**src/rtl/mips_multicycle_control.sv**
```systemverilog
// mips_multicycle_control: Moore main control FSM for a multicycle MIPS datapath with optional memory timeout.
// Define MIPS_ILLEGAL_TRAP_EN to trap unsupported opcodes instead of treating them as NOPs.
module mips_multicycle_control #(
  parameter int STATE_W = 4,
  parameter int MEM_TIMEOUT = 0
) (
  input  logic               clk,
  input  logic               rst_n,
  input  logic [5:0]         Opcode,
  input  logic               Zero,
  input  logic               mem_ready,
  output logic               PCWrite,
  output logic               PCWriteCond,
  output logic               IorD,
  output logic               MemRead,
  output logic               MemWrite,
  output logic               IRWrite,
  output logic               MemtoReg,
  output logic               RegDst,
  output logic               RegWrite,
  output logic               ALUSrcA,
  output logic [1:0]         ALUSrcB,
  output logic [1:0]         ALUOp,
  output logic [1:0]         PCSource,
  output logic               instr_done,
  output logic               mem_err,
  output logic               illegal_op,
  output logic [STATE_W-1:0] state
);
  typedef enum logic [3:0] {
    FETCH, DECODE, MEMADR, MEMRD, MEMWB, MEMWR, EXEC, RWB,
    BRANCH, JUMP, ADDI_EX, ADDI_WB, TRAP
  } state_t;
`ifdef MIPS_ILLEGAL_TRAP_EN
  localparam state_t ILL_ST = TRAP;
`else
  localparam state_t ILL_ST = FETCH;
`endif
  localparam int CW = MEM_TIMEOUT > 1 ? $clog2(MEM_TIMEOUT) : 1;
  state_t cur, nxt;
  logic [CW-1:0] wcnt;
  logic wait_st, tmo, unused;
  assign unused = Zero;
  assign wait_st = cur == FETCH || cur == MEMRD || cur == MEMWR;
  assign tmo = MEM_TIMEOUT != 0 && rst_n && wait_st && !mem_ready && wcnt == CW'(MEM_TIMEOUT - 1);
  assign mem_err = tmo;
  assign state = STATE_W'(cur);
`ifdef MIPS_ILLEGAL_TRAP_EN
  assign illegal_op = cur == TRAP;
`else
  assign illegal_op = 1'b0;
`endif
  always_ff @(posedge clk or negedge rst_n) begin
    if (!rst_n) begin
      cur  <= FETCH;
      wcnt <= '0;
    end else begin
      cur  <= nxt;
      wcnt <= (nxt != cur || tmo) ? '0 :
              (MEM_TIMEOUT != 0 && wait_st && !mem_ready) ? wcnt + 1'b1 : wcnt;
    end
  end
  always_comb begin
    nxt = cur;
    PCWrite = 1'b0;
    PCWriteCond = 1'b0;
    IorD = 1'b0;
    MemRead = 1'b0;
    MemWrite = 1'b0;
    IRWrite = 1'b0;
    MemtoReg = 1'b0;
    RegDst = 1'b0;
    RegWrite = 1'b0;
    ALUSrcA = 1'b0;
    ALUSrcB = 2'b00;
    ALUOp = 2'b00;
    PCSource = 2'b00;
    instr_done = 1'b0;
    case (cur)
      FETCH: begin
        MemRead = 1'b1;
        ALUSrcB = 2'b01;
        // gated by rst_n so nothing is written while reset is held
        IRWrite = mem_ready & rst_n;
        PCWrite = mem_ready & rst_n;
        nxt = mem_ready ? DECODE : FETCH;
      end
      DECODE: begin
        ALUSrcB = 2'b11;
        nxt = Opcode == 6'h00 ? EXEC :
              (Opcode == 6'h23 || Opcode == 6'h2b) ? MEMADR :
              Opcode == 6'h04 ? BRANCH :
              Opcode == 6'h02 ? JUMP :
              Opcode == 6'h08 ? ADDI_EX : ILL_ST;
        instr_done = nxt == FETCH;
      end
      MEMADR: begin
        ALUSrcA = 1'b1;
        ALUSrcB = 2'b10;
        nxt = Opcode == 6'h23 ? MEMRD : MEMWR;
      end
      MEMRD: begin
        MemRead = 1'b1;
        IorD = 1'b1;
        nxt = mem_ready ? MEMWB : MEMRD;
      end
      MEMWB: begin
        RegWrite = 1'b1;
        MemtoReg = 1'b1;
        instr_done = 1'b1;
        nxt = FETCH;
      end
      MEMWR: begin
        MemWrite = 1'b1;
        IorD = 1'b1;
        instr_done = mem_ready;
        nxt = mem_ready ? FETCH : MEMWR;
      end
      EXEC: begin
        ALUSrcA = 1'b1;
        ALUOp = 2'b10;
        nxt = RWB;
      end
      RWB: begin
        RegWrite = 1'b1;
        RegDst = 1'b1;
        instr_done = 1'b1;
        nxt = FETCH;
      end
      BRANCH: begin
        ALUSrcA = 1'b1;
        ALUOp = 2'b01;
        PCWriteCond = 1'b1;
        PCSource = 2'b01;
        instr_done = 1'b1;
        nxt = FETCH;
      end
      JUMP: begin
        PCWrite = 1'b1;
        PCSource = 2'b10;
        instr_done = 1'b1;
        nxt = FETCH;
      end
      ADDI_EX: begin
        ALUSrcA = 1'b1;
        ALUSrcB = 2'b10;
        nxt = ADDI_WB;
      end
      ADDI_WB: begin
        RegWrite = 1'b1;
        instr_done = 1'b1;
        nxt = FETCH;
      end
`ifdef MIPS_ILLEGAL_TRAP_EN
      TRAP: nxt = TRAP;
`endif
      default: nxt = FETCH;
    endcase
    if (tmo) nxt = FETCH;
  end
endmodule

```
**config.mk**
```make
export PLATFORM = sky130hd
export DESIGN_NAME = mips_multicycle_control
export DESIGN_NICKNAME = d
export VERILOG_FILES = /design/src/rtl/mips_multicycle_control.sv
export SDC_FILE = /design/constraint.sdc
export NUM_CORES = 1
export LEC_CHECK = 0
export CELL_PAD_IN_SITES_DETAIL_PLACEMENT = 0
export CELL_PAD_IN_SITES_GLOBAL_PLACEMENT = 1
export CORE_MARGIN = 5
export CORE_UTILIZATION = 24
export CTS_CLUSTER_DIAMETER = 40
export DETAILED_ROUTE_END_ITERATION = 10
export MAX_ROUTING_LAYER = met4
export PLACE_DENSITY = 0.76
export SETUP_SLACK_MARGIN = 0.4
export SYNTH_ARGS = -nofsm -noshare
export SYNTH_HDL_FRONTEND = slang
export SYNTH_SLANG_ARGS = --single-unit
```
**constraint.sdc**
```tcl
create_clock -name clk -period 2 [get_ports clk]
set_input_delay 0.6 -clock clk [delete_from_list [all_inputs] [get_ports clk]]
set_output_delay 0.6 -clock clk [all_outputs]
set_load 0.05 [all_outputs]
```
Yosys cells after proc, flatten, opt, wreduce, memory -nomap -nowiden --
Cells that the tools add are included.
Word-level totals: ROM bits 0, logic and storage cells 52, memories 0, latch bits 0, RAM bits 0, output and inout bits 23, register bits 4
Operators by class: reduce and logical (&&, ||, !) cells 10, multiplexer cells 24, multipliers 0, div/mod/pow operators 0, eq/ne operators 16, add/subtract/negate cells 0, magnitude comparators 0, shift operators 0, bitwise operators 1
Operator list (count):
- $pmux W4 S7 | 1
- $mux W4 | 5
- $eq A4 B3 Y1 const B | 4
- $eq A4 B4 Y1 const B | 4
- $eq A6 B6 Y1 const B | 2
- $mux W1 | 10
- $mux W3 | 3
- $eq A4 B2 Y1 const B | 2
- $logic_not A4 Y1 | 2
- $pmux W2 S2 | 2
- $eq A6 B2 Y1 const B | 1
- $eq A6 B3 Y1 const B | 1
- $eq A6 B4 Y1 const B | 1
- $logic_not A6 Y1 | 1
- $pmux W2 S3 | 1
- $reduce_or A2 Y1 | 3
- $reduce_or A5 Y1 | 1
- $eq A4 B1 Y1 const B | 1
- $reduce_or A4 Y1 | 1
- $pmux W1 S3 | 1
- $reduce_or A3 Y1 | 1
- $pmux W1 S2 | 1
- $and A1 B1 Y1 | 1
- $logic_or A1 B1 Y1 | 1

Longest topological paths before layout --
depth in word-level cells 8, gate-level depth with buffers 5, mapped depth without buffers 4

Least setup slack after synthesis --
OpenSTA, ideal clock, no wires.
path kind reg2out, start register cur[2], in the netlist state[2], end output RegWrite, data arrival time 2.588 ns, path slack -1.188 ns, stages on the path, launching flop included 5, path buffers 1, path through dfrtp_1 buf_4 nand2b_2 nor3_1 or2_2
Between the ends: cells in the longest elaborated chain, start to end 3
RTL lines:
- start, declared | line 40 | state_t cur, nxt;
- start signal, assigned | line 58 | cur <= nxt;
- $eq A4 B4 Y1 / $eq A4 B3 Y1 (equally long branches) | line 79 | case (cur)
- $reduce_or A3 Y1 (no source line) (*)
- $mux W1 (*) | line 79
- end, declared | line 20 | output logic RegWrite,
Mark *: on every way between the ends. The rest lies on a longest branch, timed or not.

Final worst setup path --
start register cur[2], in the netlist state[2], end output PCWriteCond
Between the ends: cells in the longest elaborated chain, start to end 2
RTL lines:
- $eq A4 B4 Y1 | line 79
- $mux W1 | line 79
- end, declared | line 13 | output logic PCWriteCond,
Every way passes these cells.

==> metrics <==
setup tns final=-0.286 ns; mean area per synthesized cell=6.60 sq um; Clock Path Buffers=2; combinational power share=90.1%; max cap viols=0; Die W=59.2 microns; max FFs per register=4; outcome=finished with violations; setup slack after layout=-0.0591 ns; DR iter-0 viols=3; Diodes inserted=0; first-pass GRT wire length=4.86 mm; failing checks=negative setup slack; fin. max-slew vios=0; cell internal pwr=0.00132 W; mapped cell area=581 sq um; sequential share of power=6.0%; Syn. warnings=0; Via density=5.04; Placed Cells=160; Worst-path clk slew=0.04 ns; crit-path max FO=7; P_sw=0.00117 W; Mapped Cells=88; Num Clock Sinks=4; top_reg_cell synth=dfrtp_1; largest net degree at the start of global routing=10; global route overflow=0; Core ar.=0.00225 sq mm; clock share of power=3.9%; CP Capture Type=output pin; synth top area cells=dfrtp_1 (17%), nor2_1 (9.1%), a21oi_1 (7.8%), buf_4 (6.5%), nor3_1 (6.0%); # nets final=176; Routed Antenna Nets=0; IO Port Bufs=29; Setup crit start kind=flop; GRT Total Usage=18.2%; Critical Path RT=1.40 ns; CTS tree=built; share of the synthesized area in the top cell type=17.2%; num rows=17; initial antenna violation count=0; RD Place Congestion=0.859; top-count cell post-synth=nor2_1; Non-Filler Instances=192; post-synthesis register bit count=4; DP HPWL=1.92 mm; async set or reset register ratio after synthesis=100%; final worst-path cycle share=103%; Post-synth EDFFs=0; final wirelength=3.03 mm; cts hold-fix bufs=0; net switching fraction of the power=47.0%; TritonRoute pass-1 iters=4; worst min path class=primary input to asynchronous set/reset pin; Cell Pwr Density=1370 mW/mm^2; Worst-Skew Late Latency=0.23 ns; unrepaired setup endpoints after global routing=true; # setup viols final=9; leading cell types by count after synthesis=nor2_1 (14), a21oi_1 (9), nor3_1 (7), nand2_1 (6), buf_4 (5); Worst VDD drop=0.00112 V; layout cells sized above 1=78.7%; Hold Vio Cnt, Final=0; WS Path Type=flop to output pin; H-tree depth=1; DRC=0; crit path time final=2.06 ns; TritonCTS buffer count=3; area grow syn2layout=213%; Die Area=0.00350 sq mm; Vias=967; starting density of the core=25.7%; WL/cell=15.8 microns; area leader, netlist=dfrtp_1; Die H=59.2 microns; root buf cell=clkbuf_4; clk_skew=0.00957 ns; synth unique cells=33; Top-Level Pins=33; Lkg Pwr=0.752 nW; register area share after synthesis=17.2%; vias in the first global route=1040; Critical Path AT=1.46 ns; Fmax=486 MHz
## logic make-up (layout without fill, tap and decap cells)
| family | after synthesis | count (layout) | share of synthesized area [%] |
|---|---|---|---|
| AND/OR/NAND/NOR | 49 | 49 | 45.5 |
| AO/OA/AOI/OAI | 20 | 20 | 20.5 |
| buffers and inverters | 11 | 86 | 11.4 |
| flip-flops | 4 | 4 | 17.2 |
| XOR/XNOR | 2 | 2 | 3.02 |
| other | 1 | 2 | 0.646 |
| multiplexers | 1 | 1 | 1.72 |
## critical path, stage by stage (launching register included)
cell      delay (ns)
dfrtp_2         0.45
nand2b_2        0.28
nor3_4          0.23
buf_12          0.15
buf_12          0.13
## path summary, 6_finish.rpt
kind	from	endpoint	slack, ns	cells after the start
max	state[2]	PCWriteCond	-0.06	4
min	rst_n	state[0]	0.29	2
max in group asynchronous	rst_n	state[2]	1.58	2
max reg2reg	state[2]	state[2]	0.41	6
min reg2reg	state[3]	state[0]	0.72	2
min in group clk	state[3]	state[0]	0.72	2
## power groups by stage
stage               combinational [W]  sequential (W)   clock, W
floorplan                    0.000977        0.000215          0
global placement              0.00163        0.000201          0
detailed placement            0.00165        0.000202          0
CTS                           0.00208        0.000146  0.0000946
global route                  0.00236        0.000152   0.000107
finish                        0.00225        0.000149  0.0000964
## layout by cell type, fill, tap and decap left out, drive strengths merged
| master | count |
|---|---|
| clkbuf | 4 |
| nand2b | 4 |
| or3 | 2 |
| or2 | 2 |
| mux2i | 1 |
| nand3 | 4 |
| xnor2 | 2 |
| a221oi | 1 |
| nand2 | 6 |
| o21ai | 4 |
| a22oi | 1 |
| o21bai | 1 |
| dfrtp | 4 |
| nand4b | 1 |
| a211oi | 2 |
| nor3 | 7 |
| and3 | 1 |
| o22a | 1 |
| buf | 82 |
| a21oi | 9 |
| nor2 | 14 |
| o22ai | 1 |
| nor3b | 2 |
| conb | 2 |
| nor4 | 3 |
| nor2b | 2 |
| and4 | 1 |
## timing repair
item,CTS,global route
endpoints found under the setup margin,24,23
gates resized for setup,65,25
pin swaps,17,8
setup buffers,23,6
## per-stage QoR
| step | cell area (sq um) | worst slack [ns] | total power [W] | hold WS, ns | util (%) |
|---|---|---|---|---|---|
| after detailed placement | 1400 | -0.553 | 0.00186 | 0.639 | 61.9 |
| after floorplan | 812 | -0.261 | 0.00119 | 0.304 | - |
| after global routing | 1820 | -0.119 | 0.00262 | 0.292 | 80.7 |
| after global placement | 1400 | -0.545 | 0.00184 | 0.645 | 61.9 |
| after CTS | 1690 | -0.0864 | 0.00232 | 0.296 | 75.1 |
| final | 1820 | -0.0591 | 0.00249 | 0.292 | 80.7 |
## per-layer routing
metal  vias to the layer above  share of wire, %  GRT usage [%]
li1                        464                 -              -
met2                        31                58           34.6
met1                       466                36           19.3
met4                         0               1.6           4.53
met5                         -                 0              -
met3                         6               4.6           2.83
## final cells by class
type | instances | area (sq um)
repair buffers | 83 | 976
fillers | 122 | 435
multi-input cells | 74 | 681
well taps | 28 | 35.0
clock buffers | 3 | 22.5
flip-flops and latches | 4 | 105
Note: power is estimated with default switching activity, not from simulation.
